==> src/rtl/viterbi_pkg.sv <==
`default_nettype none
// ============================================================================
//  Module      : viterbi_pkg
//  Description : Shared constants and types for the Viterbi decoder stages
//                (K=3, radix-4 trellis): state/address widths, survivor
//                memory geometry and the traceback state encoding.
//  Revision    : 1.0 - initial release
// ============================================================================
package viterbi_pkg;

    // Trellis geometry
    localparam int NUM_STATES = 4;
    localparam int S_W        = 2;
    localparam int DEPTH      = 12;
    localparam int ADDR_W     = 4;

    // Derived widths
    localparam int MEM_W      = NUM_STATES * 2;   // one predecessor field per state
    localparam int DEC_W      = 2 * DEPTH;        // two decoded bits per step

    // Traceback controller states
    typedef enum logic [2:0] {
        ST_IDLE  = 3'd0,
        ST_FETCH = 3'd1,
        ST_TRACE = 3'd2,
        ST_DONE  = 3'd3,
        ST_WAIT  = 3'd4
    } tbk_state_e;

endpackage : viterbi_pkg
`default_nettype wire

==> src/rtl/viterbi_traceback_if.sv <==
`default_nettype none
// ============================================================================
//  Module      : viterbi_traceback_if
//  Description : Bundle between the traceback unit, the decoder control and
//                the survivor memory.
//                  en_traceback - traceback request (rising edge starts)
//                  best_state   - minimum-metric final state
//                  mem_rdata    - survivor word, one predecessor per state
//                  mem_ren      - survivor memory read enable
//                  mem_raddr    - survivor memory read address
//                  dec_data     - decoded block, step j at [2j+1:2j]
//                  dec_valid    - one-cycle completion pulse
//                  busy         - traceback in progress
//                master: control/memory side, slave: traceback unit.
//  Revision    : 1.0 - initial release
// ============================================================================
interface viterbi_traceback_if;
    import viterbi_pkg::*;

    logic              en_traceback;
    logic [S_W-1:0]    best_state;
    logic [MEM_W-1:0]  mem_rdata;
    logic              mem_ren;
    logic [ADDR_W-1:0] mem_raddr;
    logic [DEC_W-1:0]  dec_data;
    logic              dec_valid;
    logic              busy;

    modport master (
        output en_traceback,
        output best_state,
        output mem_rdata,
        input  mem_ren,
        input  mem_raddr,
        input  dec_data,
        input  dec_valid,
        input  busy
    );

    modport slave (
        input  en_traceback,
        input  best_state,
        input  mem_rdata,
        output mem_ren,
        output mem_raddr,
        output dec_data,
        output dec_valid,
        output busy
    );

endinterface : viterbi_traceback_if
`default_nettype wire

==> src/rtl/viterbi_traceback.sv <==
`default_nettype none
// ============================================================================
//  Module      : viterbi_traceback
//  Description : Radix-4 traceback unit for a K=3 Viterbi decoder. Starting
//                from the best final state it walks the survivor memory from
//                the newest step (DEPTH-1) down to step 0, emitting the
//                current state as the two decoded bits of each step, then
//                pulses dec_valid for one cycle with the complete block.
//  Ports       : clk  - clock
//                rst  - asynchronous active-low reset
//                vif  - viterbi_traceback_if.slave (request, survivor
//                       memory read port, decoded output, status)
//  Revision    : 1.0 - initial release
// ============================================================================
module viterbi_traceback
    import viterbi_pkg::*;
(
    input  logic                clk,
    input  logic                rst,
    viterbi_traceback_if.slave  vif
);

    // ------------------------------------------------------------------------
    // State and datapath registers
    // ------------------------------------------------------------------------
    tbk_state_e        state_q, state_d;
    logic              en_q;
    logic [ADDR_W-1:0] ptr_q, ptr_d;
    logic [S_W-1:0]    cur_q, cur_d;
    logic [DEC_W-1:0]  dec_q, dec_d;
    logic              dec_valid_q;

    // Combinational helpers
    logic              w_start;
    logic              w_ptr_zero;
    logic [S_W-1:0]    w_pred;
    logic              w_mem_ren;
    logic [ADDR_W-1:0] w_mem_raddr;
    logic              w_busy;

    assign w_start    = vif.en_traceback & ~en_q;
    assign w_ptr_zero = (ptr_q == '0);

    // ------------------------------------------------------------------------
    // FSM: state register
    // ------------------------------------------------------------------------
    always_ff @(posedge clk or negedge rst) begin
        if (!rst) begin
            state_q <= ST_IDLE;
        end else begin
            state_q <= state_d;
        end
    end

    // ------------------------------------------------------------------------
    // FSM: next-state logic
    // Dropping the request while fetching or tracing abandons the walk; once
    // DONE is reached the result is committed regardless of the request.
    // ------------------------------------------------------------------------
    always_comb begin
        state_d = state_q;
        case (state_q)
            ST_IDLE: begin
                if (w_start) begin
                    state_d = ST_FETCH;
                end
            end
            ST_FETCH: begin
                if (!vif.en_traceback) begin
                    state_d = ST_IDLE;
                end else begin
                    state_d = ST_TRACE;
                end
            end
            ST_TRACE: begin
                if (!vif.en_traceback) begin
                    state_d = ST_IDLE;
                end else if (w_ptr_zero) begin
                    state_d = ST_DONE;
                end
            end
            ST_DONE: begin
                state_d = ST_WAIT;
            end
            ST_WAIT: begin
                // Holding the request high parks here: no retrace.
                if (!vif.en_traceback) begin
                    state_d = ST_IDLE;
                end
            end
            default: begin
                state_d = ST_IDLE;
            end
        endcase
    end

    // ------------------------------------------------------------------------
    // FSM: output logic
    // The read address depends only on ptr, never on cur, so while tracing
    // step ptr the read for step ptr-1 is already issued. This keeps one
    // survivor read per cycle back-to-back.
    // ------------------------------------------------------------------------
    always_comb begin
        w_mem_ren   = 1'b0;
        w_mem_raddr = '0;
        w_busy      = 1'b0;
        case (state_q)
            ST_FETCH: begin
                w_mem_ren   = 1'b1;
                w_mem_raddr = ptr_q;
                w_busy      = 1'b1;
            end
            ST_TRACE: begin
                w_busy = 1'b1;
                if (!w_ptr_zero) begin
                    w_mem_ren   = 1'b1;
                    w_mem_raddr = ptr_q - ADDR_W'(1);
                end
            end
            ST_DONE: begin
                w_busy = 1'b1;
            end
            default: begin
                w_mem_ren   = 1'b0;
                w_mem_raddr = '0;
                w_busy      = 1'b0;
            end
        endcase
    end

    // ------------------------------------------------------------------------
    // Predecessor select: field cur of the survivor word
    // ------------------------------------------------------------------------
    always_comb begin
        w_pred = '0;
        for (int s = 0; s < NUM_STATES; s++) begin
            if (cur_q == S_W'(s)) begin
                w_pred = vif.mem_rdata[2*s +: S_W];
            end
        end
    end

    // ------------------------------------------------------------------------
    // Datapath next-state
    // After a radix-4 step the state equals that step's two input bits, so
    // the decoded bits of step ptr are simply cur.
    // ------------------------------------------------------------------------
    always_comb begin
        ptr_d = ptr_q;
        cur_d = cur_q;
        dec_d = dec_q;
        case (state_q)
            ST_IDLE: begin
                if (w_start) begin
                    ptr_d = ADDR_W'(DEPTH - 1);
                    cur_d = vif.best_state;
                end
            end
            ST_TRACE: begin
                for (int j = 0; j < DEPTH; j++) begin
                    if (ptr_q == ADDR_W'(j)) begin
                        dec_d[2*j +: S_W] = cur_q;
                    end
                end
                cur_d = w_pred;
                // Step 0 is the last one processed; ptr never wraps.
                if (!w_ptr_zero) begin
                    ptr_d = ptr_q - ADDR_W'(1);
                end
            end
            default: begin
                ptr_d = ptr_q;
                cur_d = cur_q;
                dec_d = dec_q;
            end
        endcase
    end

    // ------------------------------------------------------------------------
    // Datapath registers
    // dec_valid is registered off DONE so it rises on the edge after DONE is
    // entered and lasts exactly one cycle.
    // ------------------------------------------------------------------------
    always_ff @(posedge clk or negedge rst) begin
        if (!rst) begin
            en_q        <= 1'b0;
            ptr_q       <= '0;
            cur_q       <= '0;
            dec_q       <= '0;
            dec_valid_q <= 1'b0;
        end else begin
            en_q        <= vif.en_traceback;
            ptr_q       <= ptr_d;
            cur_q       <= cur_d;
            dec_q       <= dec_d;
            dec_valid_q <= (state_q == ST_DONE);
        end
    end

    // ------------------------------------------------------------------------
    // Outputs
    // ------------------------------------------------------------------------
    assign vif.mem_ren   = w_mem_ren;
    assign vif.mem_raddr = w_mem_raddr;
    assign vif.busy      = w_busy;
    assign vif.dec_data  = dec_q;
    assign vif.dec_valid = dec_valid_q;

endmodule : viterbi_traceback
`default_nettype wire

==> src/flat_wrapper.sv <==
// flat-port wrapper written by rule: the top's interface ports become plain ports
module viterbi_traceback_flat import viterbi_pkg::*;
  (clk, rst, vif_en_traceback, vif_best_state, vif_mem_rdata, vif_mem_ren, vif_mem_raddr, vif_dec_data, vif_dec_valid, vif_busy);
  viterbi_traceback_if vif_i ();
  input  logic clk;
  input  logic rst;
  input wire logic [$bits(vif_i.en_traceback)-1:0] vif_en_traceback;
  input wire logic [$bits(vif_i.best_state)-1:0] vif_best_state;
  input wire logic [$bits(vif_i.mem_rdata)-1:0] vif_mem_rdata;
  output wire logic [$bits(vif_i.mem_ren)-1:0] vif_mem_ren;
  output wire logic [$bits(vif_i.mem_raddr)-1:0] vif_mem_raddr;
  output wire logic [$bits(vif_i.dec_data)-1:0] vif_dec_data;
  output wire logic [$bits(vif_i.dec_valid)-1:0] vif_dec_valid;
  output wire logic [$bits(vif_i.busy)-1:0] vif_busy;
  assign vif_i.en_traceback = vif_en_traceback;
  assign vif_i.best_state = vif_best_state;
  assign vif_i.mem_rdata = vif_mem_rdata;
  assign vif_mem_ren = vif_i.mem_ren;
  assign vif_mem_raddr = vif_i.mem_raddr;
  assign vif_dec_data = vif_i.dec_data;
  assign vif_dec_valid = vif_i.dec_valid;
  assign vif_busy = vif_i.busy;
  viterbi_traceback u_core (.clk(clk), .rst(rst), .vif(vif_i));
endmodule
==> config.mk <==
export PLATFORM = sky130hd
export DESIGN_NAME = viterbi_traceback_flat
export DESIGN_NICKNAME = d
export VERILOG_FILES = /design/src/rtl/viterbi_pkg.sv /design/src/rtl/viterbi_traceback_if.sv /design/src/rtl/viterbi_traceback.sv /design/src/flat_wrapper.sv
export SDC_FILE = /design/constraint.sdc
export NUM_CORES = 1
export LEC_CHECK = 0
export CORE_MARGIN = 2
export CORE_UTILIZATION = 46
export CTS_CLUSTER_SIZE = 16
export DETAILED_ROUTE_END_ITERATION = 7
export PLACE_DENSITY = 0.73
export SLEW_MARGIN = 20
export SYNTH_ARGS = -nofsm -noshare
export SYNTH_HDL_FRONTEND = slang
export SYNTH_SLANG_ARGS = --single-unit
==> constraint.sdc <==
create_clock -name clk -period 3.48 [get_ports clk]
set_input_delay 0.522 -clock clk [delete_from_list [all_inputs] [get_ports clk]]
set_output_delay 0.522 -clock clk [all_outputs]
set_load 0.1 [all_outputs]
# Word-level counts from Yosys, hierarchy flattened
# Index checks and enable logic that the tools add are counted.
[totals]
reg_bits = 35
input_bits = 13
wordCells = 82
[op_classes]
n_addsub = 1
eq_ne = 22
mux = 20
bitwise_logic = 2
n_reduce_logical = 20
[op_table]
columns = ["op", "n"]
rows = [
  ["$reduce_and 2->1", 13],
  ["$eq 4x3->1 const B", 4],
  ["$eq 4x4->1 const B", 4],
  ["$pmux 4 s2", 2],
  ["$pmux 3 s5", 1],
  ["$mux 2", 6],
  ["$mux 3", 4],
  ["$mux 4", 3],
  ["$eq 4x2->1 const B", 2],
  ["$eq 3x2->1 const B", 2],
  ["$reduce_and 3->1", 2],
  ["$eq 2x2->1 const B", 2],
  ["$eq 4x1->1 const B", 1],
  ["$logic_not 4->1", 1],
  ["$ne 2x2->1 const B", 2],
  ["$pmux 2 s2", 1],
  ["$sub 4x1->4 const B", 1],
  ["$eq 3x1->1 const B", 1],
  ["$eq 3x3->1 const B", 1],
  ["$logic_not 3->1", 1],
  ["$ne 3x2->1 const B", 1],
  ["$reduce_or 3->1", 1],
  ["$eq 2x1->1 const B", 1],
  ["$logic_not 2->1", 1],
  ["6 further kinds", 7],
]

# Depth between registers and ports, before layout
[logic_depth]
ltp_word = 6
depth_mapped = 5

# Worst setup path after synthesis
# No wires, ideal clock.
[synth_timing]
path_kind = "flip-flop to output port"
start = "register u_core.state_q[2]"
end = "output vif_mem_raddr[1]"
t_arrival_ps = 3235
required_ps = 2958
path_slack_ps = -277
path_stages_with_launch = 6
n_path_buf = 2
path_cell_list = "dfrtp_1 -> buf_6 -> nor3b_4 -> buf_6 -> nand2_1 -> o21ai_0"
[synth_between]
elab_chain_cells = 2
word_cells_on_any_way = 3
classes_between = "eq/ne (2); mux (1)"
[synth_rtl]
columns = ["item", "line", "source"]
rows = [
  ["start: declaration", "viterbi_traceback.sv:26", "tbk_state_e state_q, state_d;"],
  ["start signal: assignment", "viterbi_traceback.sv:51", "state_q <= state_d;"],
  ["$eq 3x2->1 / $eq 3x1->1 (equally long branches)", "viterbi_traceback.sv:107", "case (state_q)"],
  ["$pmux 4 s2 *", "viterbi_traceback.sv:107", ""],
  ["end: declaration", "flat_wrapper.sv:11", "output wire logic [$bits(vif_i.mem_raddr)-1:0] vif_mem_raddr;"],
]
# Mark *: on every way between the ends. The rest lies on a longest branch, timed or not.

# Worst setup path after layout
[layout_timing]
start = "register u_core.state_q[1]"
end = "output vif_mem_raddr[1]"
# Same word-level chain as after synthesis.

==> flow_metrics.env <==
export IMPL_avgRoutedWirePerCell_um=15.06
export IMPL_grt_pass1_vias=1272
export IMPL_coreArea_um2=3661
export IMPL_dpl_cell_area_um2=2173
export IMPL_cts_setup_buffers=0
export IMPL_grt_ovfl_total=0
export IMPL_syn_to_final_growth_pct=32.05
export IMPL_period_share_pct=83.28
export IMPL_synthCells=141
export IMPL_setup_ws_ns=0.5817
export IMPL_dp_slack_ns=0.9302
export IMPL_reg2reg_to="u_core.vif.dec_data[8]$_DFFE_PN0P_"
export IMPL_tightest_slew_ns=0.9869
export IMPL_drtIter0Drc=66
export IMPL_antenna_found_initial=0
export IMPL_regArea_um2=875.8
export IMPL_route_detailed_drc=0
export IMPL_fin_skew_ns=0.006726
export IMPL_die_w_um=65.67
export IMPL_synth_top_area_share_pct=50.07
export IMPL_fmax_mhz=345.0
export IMPL_postRouteAntennaNets=0
export IMPL_path_class="reg2out"
export IMPL_grt_max_degree=36
export IMPL_syn_avg_cell_area_um2=12.41
export IMPL_status="finished, final reports clean"
export IMPL_initial_core_util_pct=47.78
export IMPL_arrival_ns=2.38
export IMPL_fin_nets=203
export IMPL_synth_area_mux_share_pct=18.88
export IMPL_synth_fa_ha_area_share_pct=2.861
export IMPL_vias_per_cell=5.332
export IMPL_rsz0062_at_grt="no"
export IMPL_synth_warnings=0
export IMPL_finalHoldViolCount=0
export IMPL_worstRegToRegCells=3
export IMPL_grt_pass1_wl_um=5961
export IMPL_drive_gt1_share_pct=26.20
export IMPL_multi_input_area_um2=777.0
export IMPL_hp_class="reg2reg"
export IMPL_setup_violations=0
export IMPL_cp_max_fo=19
export IMPL_worstHoldStart="u_core.vif.dec_data[1]$_DFFE_PN0P_"
export IMPL_netlist_area_um2=1749
export IMPL_yosysTopAreaCell="dfrtp_1"
export IMPL_diodes=0
export IMPL_synth_cell_type_count=32
export IMPL_fin_area_um2=2310
export IMPL_synth_xor_area_share_pct=1.001
export IMPL_final_cell_mix="clkdlybuf4s50_1, dfrtp_1, mux2_2, inv_1, nand3_1"
export IMPL_drtPass1Iterations=4
export IMPL_slew_headroom_pct=34.00
export IMPL_seq_area_frac_synth_pct=50.07
export IMPL_synth_compound_area_share_pct=6.438
export IMPL_die_area_um2=4312
export IMPL_root_buffer="clkbuf_8"
export IMPL_cts_sinks=35
export IMPL_cts_tree="yes"
export IMPL_final_common_cell="clkdlybuf4s50_1"
export IMPL_reg2reg_from="u_core.state_q[1]$_DFFE_PN0P_"
export IMPL_vias=1253
export IMPL_gp_congestion=0.8965
export IMPL_dp_hpwl_um=2537
export IMPL_cts_buffer_depth=2
export IMPL_synth_area_leaders="dfrtp_1, mux2_2, mux2_4, ha_1, nand3_1"
export IMPL_ctsHtreeMaxLevel=2
export IMPL_io_pins=44
export IMPL_fillers=305
export IMPL_synth_top_family_by_area="multiplexers"
export IMPL_worstHoldEndpoint="u_core.vif.dec_data[1]$_DFFE_PN0P_"
export IMPL_rows=22
export IMPL_startpoint_type="register"
export IMPL_required_ns=2.96
export IMPL_clk_latency_ns=0.29
export IMPL_syn_nets=158
export IMPL_reg2reg_slack_ns=1.47
export IMPL_cap_violations=0
export IMPL_synth_simple_area_share_pct=15.24
export IMPL_drv_slew=0
export IMPL_period_minus_slack_ns=2.898
export IMPL_die_y_um=65.67
export IMPL_port_buffer_count=43
export IMPL_numCtsBuffers=5
export IMPL_synth_seq_cells=35
export IMPL_fin_tns_setup_ns=0
export IMPL_clkTransAtPathRegs_ns=0.07
export IMPL_cts_resized=0
export IMPL_end_kind="output pin"
export IMPL_hold_buffers=0
export IMPL_drt_wl_total_um=3539
export IMPL_hold_depth=1
export IMPL_grt_total_usage_pct=18.83
## registers in the layout (all words and copies together) (netlist names)
register              cells
u_core.vif.dec_data      24
u_core.ptr_q              4
u_core.state_q            3
u_core.cur_q              2
u_core.en_q               1
u_core.vif.dec_valid      1
## layout make-up
class	count	area share, %
clock buffers	5	2.979
clock inverters	3	2.925
inverters	10	1.625
multi-input cells	90	33.64
flip-flops and latches	35	37.92
well taps	48	2.600
repair buffers	44	18.31
## per-stage QoR
step | util (%) | hold slack [ns] | instances
floorplan | - | 0.2264 | 141
global placement | 59.36 | 0.4904 | 227
detailed placement | 59.36 | 0.4921 | 227
CTS | 63.09 | 0.5106 | 235
global route | 63.09 | 0.5221 | 235
finish | 63.09 | 0.5044 | 235
## critical path, cell delays in order (launching register included)
cell	delay (ns)
dfrtp_1	0.55
nor3b_4	0.74
nand2_1	0.23
o21ai_0	0.25
buf_4	0.32
## cells in the mapped netlist
cell type       count
clkbuf_1            1
buf_6               3
nand3_4             2
ha_1                4
a222oi_1            2
nor2b_1             4
nor2_1              6
mux2_4              4
o21ai_0             6
nand4b_1            1
dlygate4sd1_1       1
nand2_1             5
a21oi_1             4
mux2_2             20
or3b_1              1
xnor2_1             2
dlymetal6s2s_1      1
nand3_1             9
inv_1              10
and2_2              1
nor3b_1             3
a221oi_1            3
nor3_1              3
nand2b_1            1
nor3b_4             1
and2b_2             1
a21boi_0            1
a31o_2              1
and2_1              1
mux4_2              2
or3b_2              2
dfrtp_1            35
## per-layer routing
| layer | GRT usage [%] | up-vias | wire length [um] |
|---|---|---|---|
| met5 | 0 | - | 0 |
| met4 | 8.333 | 0 | 57 |
| met3 | 6.507 | 7 | 282 |
| met2 | 29.67 | 47 | 1699 |
| met1 | 23.34 | 611 | 1499 |
| li1 | - | 588 | - |
## cells by family after synthesis
| kind of cell | count (synthesis) |
|---|---|
| and+or+nand+nor | 41 |
| adders and majority gates | 4 |
| AOI/OAI and AO/OA | 17 |
| muxes | 26 |
| xor gates and xnor gates | 2 |
| DFF | 35 |
| buffers and inverters | 16 |
## worst max-delay path by stage
stage,start,end,slack [ns],depth (start not counted)
after floorplan,u_core.state_q[2]$_DFFE_PN0P_,vif_mem_raddr[1],-0.28,5
after global placement,u_core.state_q[1]$_DFFE_PN0P_,vif_mem_raddr[3],1.05,4
after detailed placement,u_core.state_q[1]$_DFFE_PN0P_,vif_mem_raddr[1],0.93,4
after CTS,u_core.state_q[1]$_DFFE_PN0P_,vif_mem_raddr[1],0.62,4
after global routing,u_core.state_q[1]$_DFFE_PN0P_,vif_mem_raddr[1],0.38,4
final,u_core.state_q[1]$_DFFE_PN0P_,vif_mem_raddr[1],0.58,4
Power is left out: the tool's default activity adds up to more than one toggle a clock period on the data nets, which glitch-free logic cannot reach.
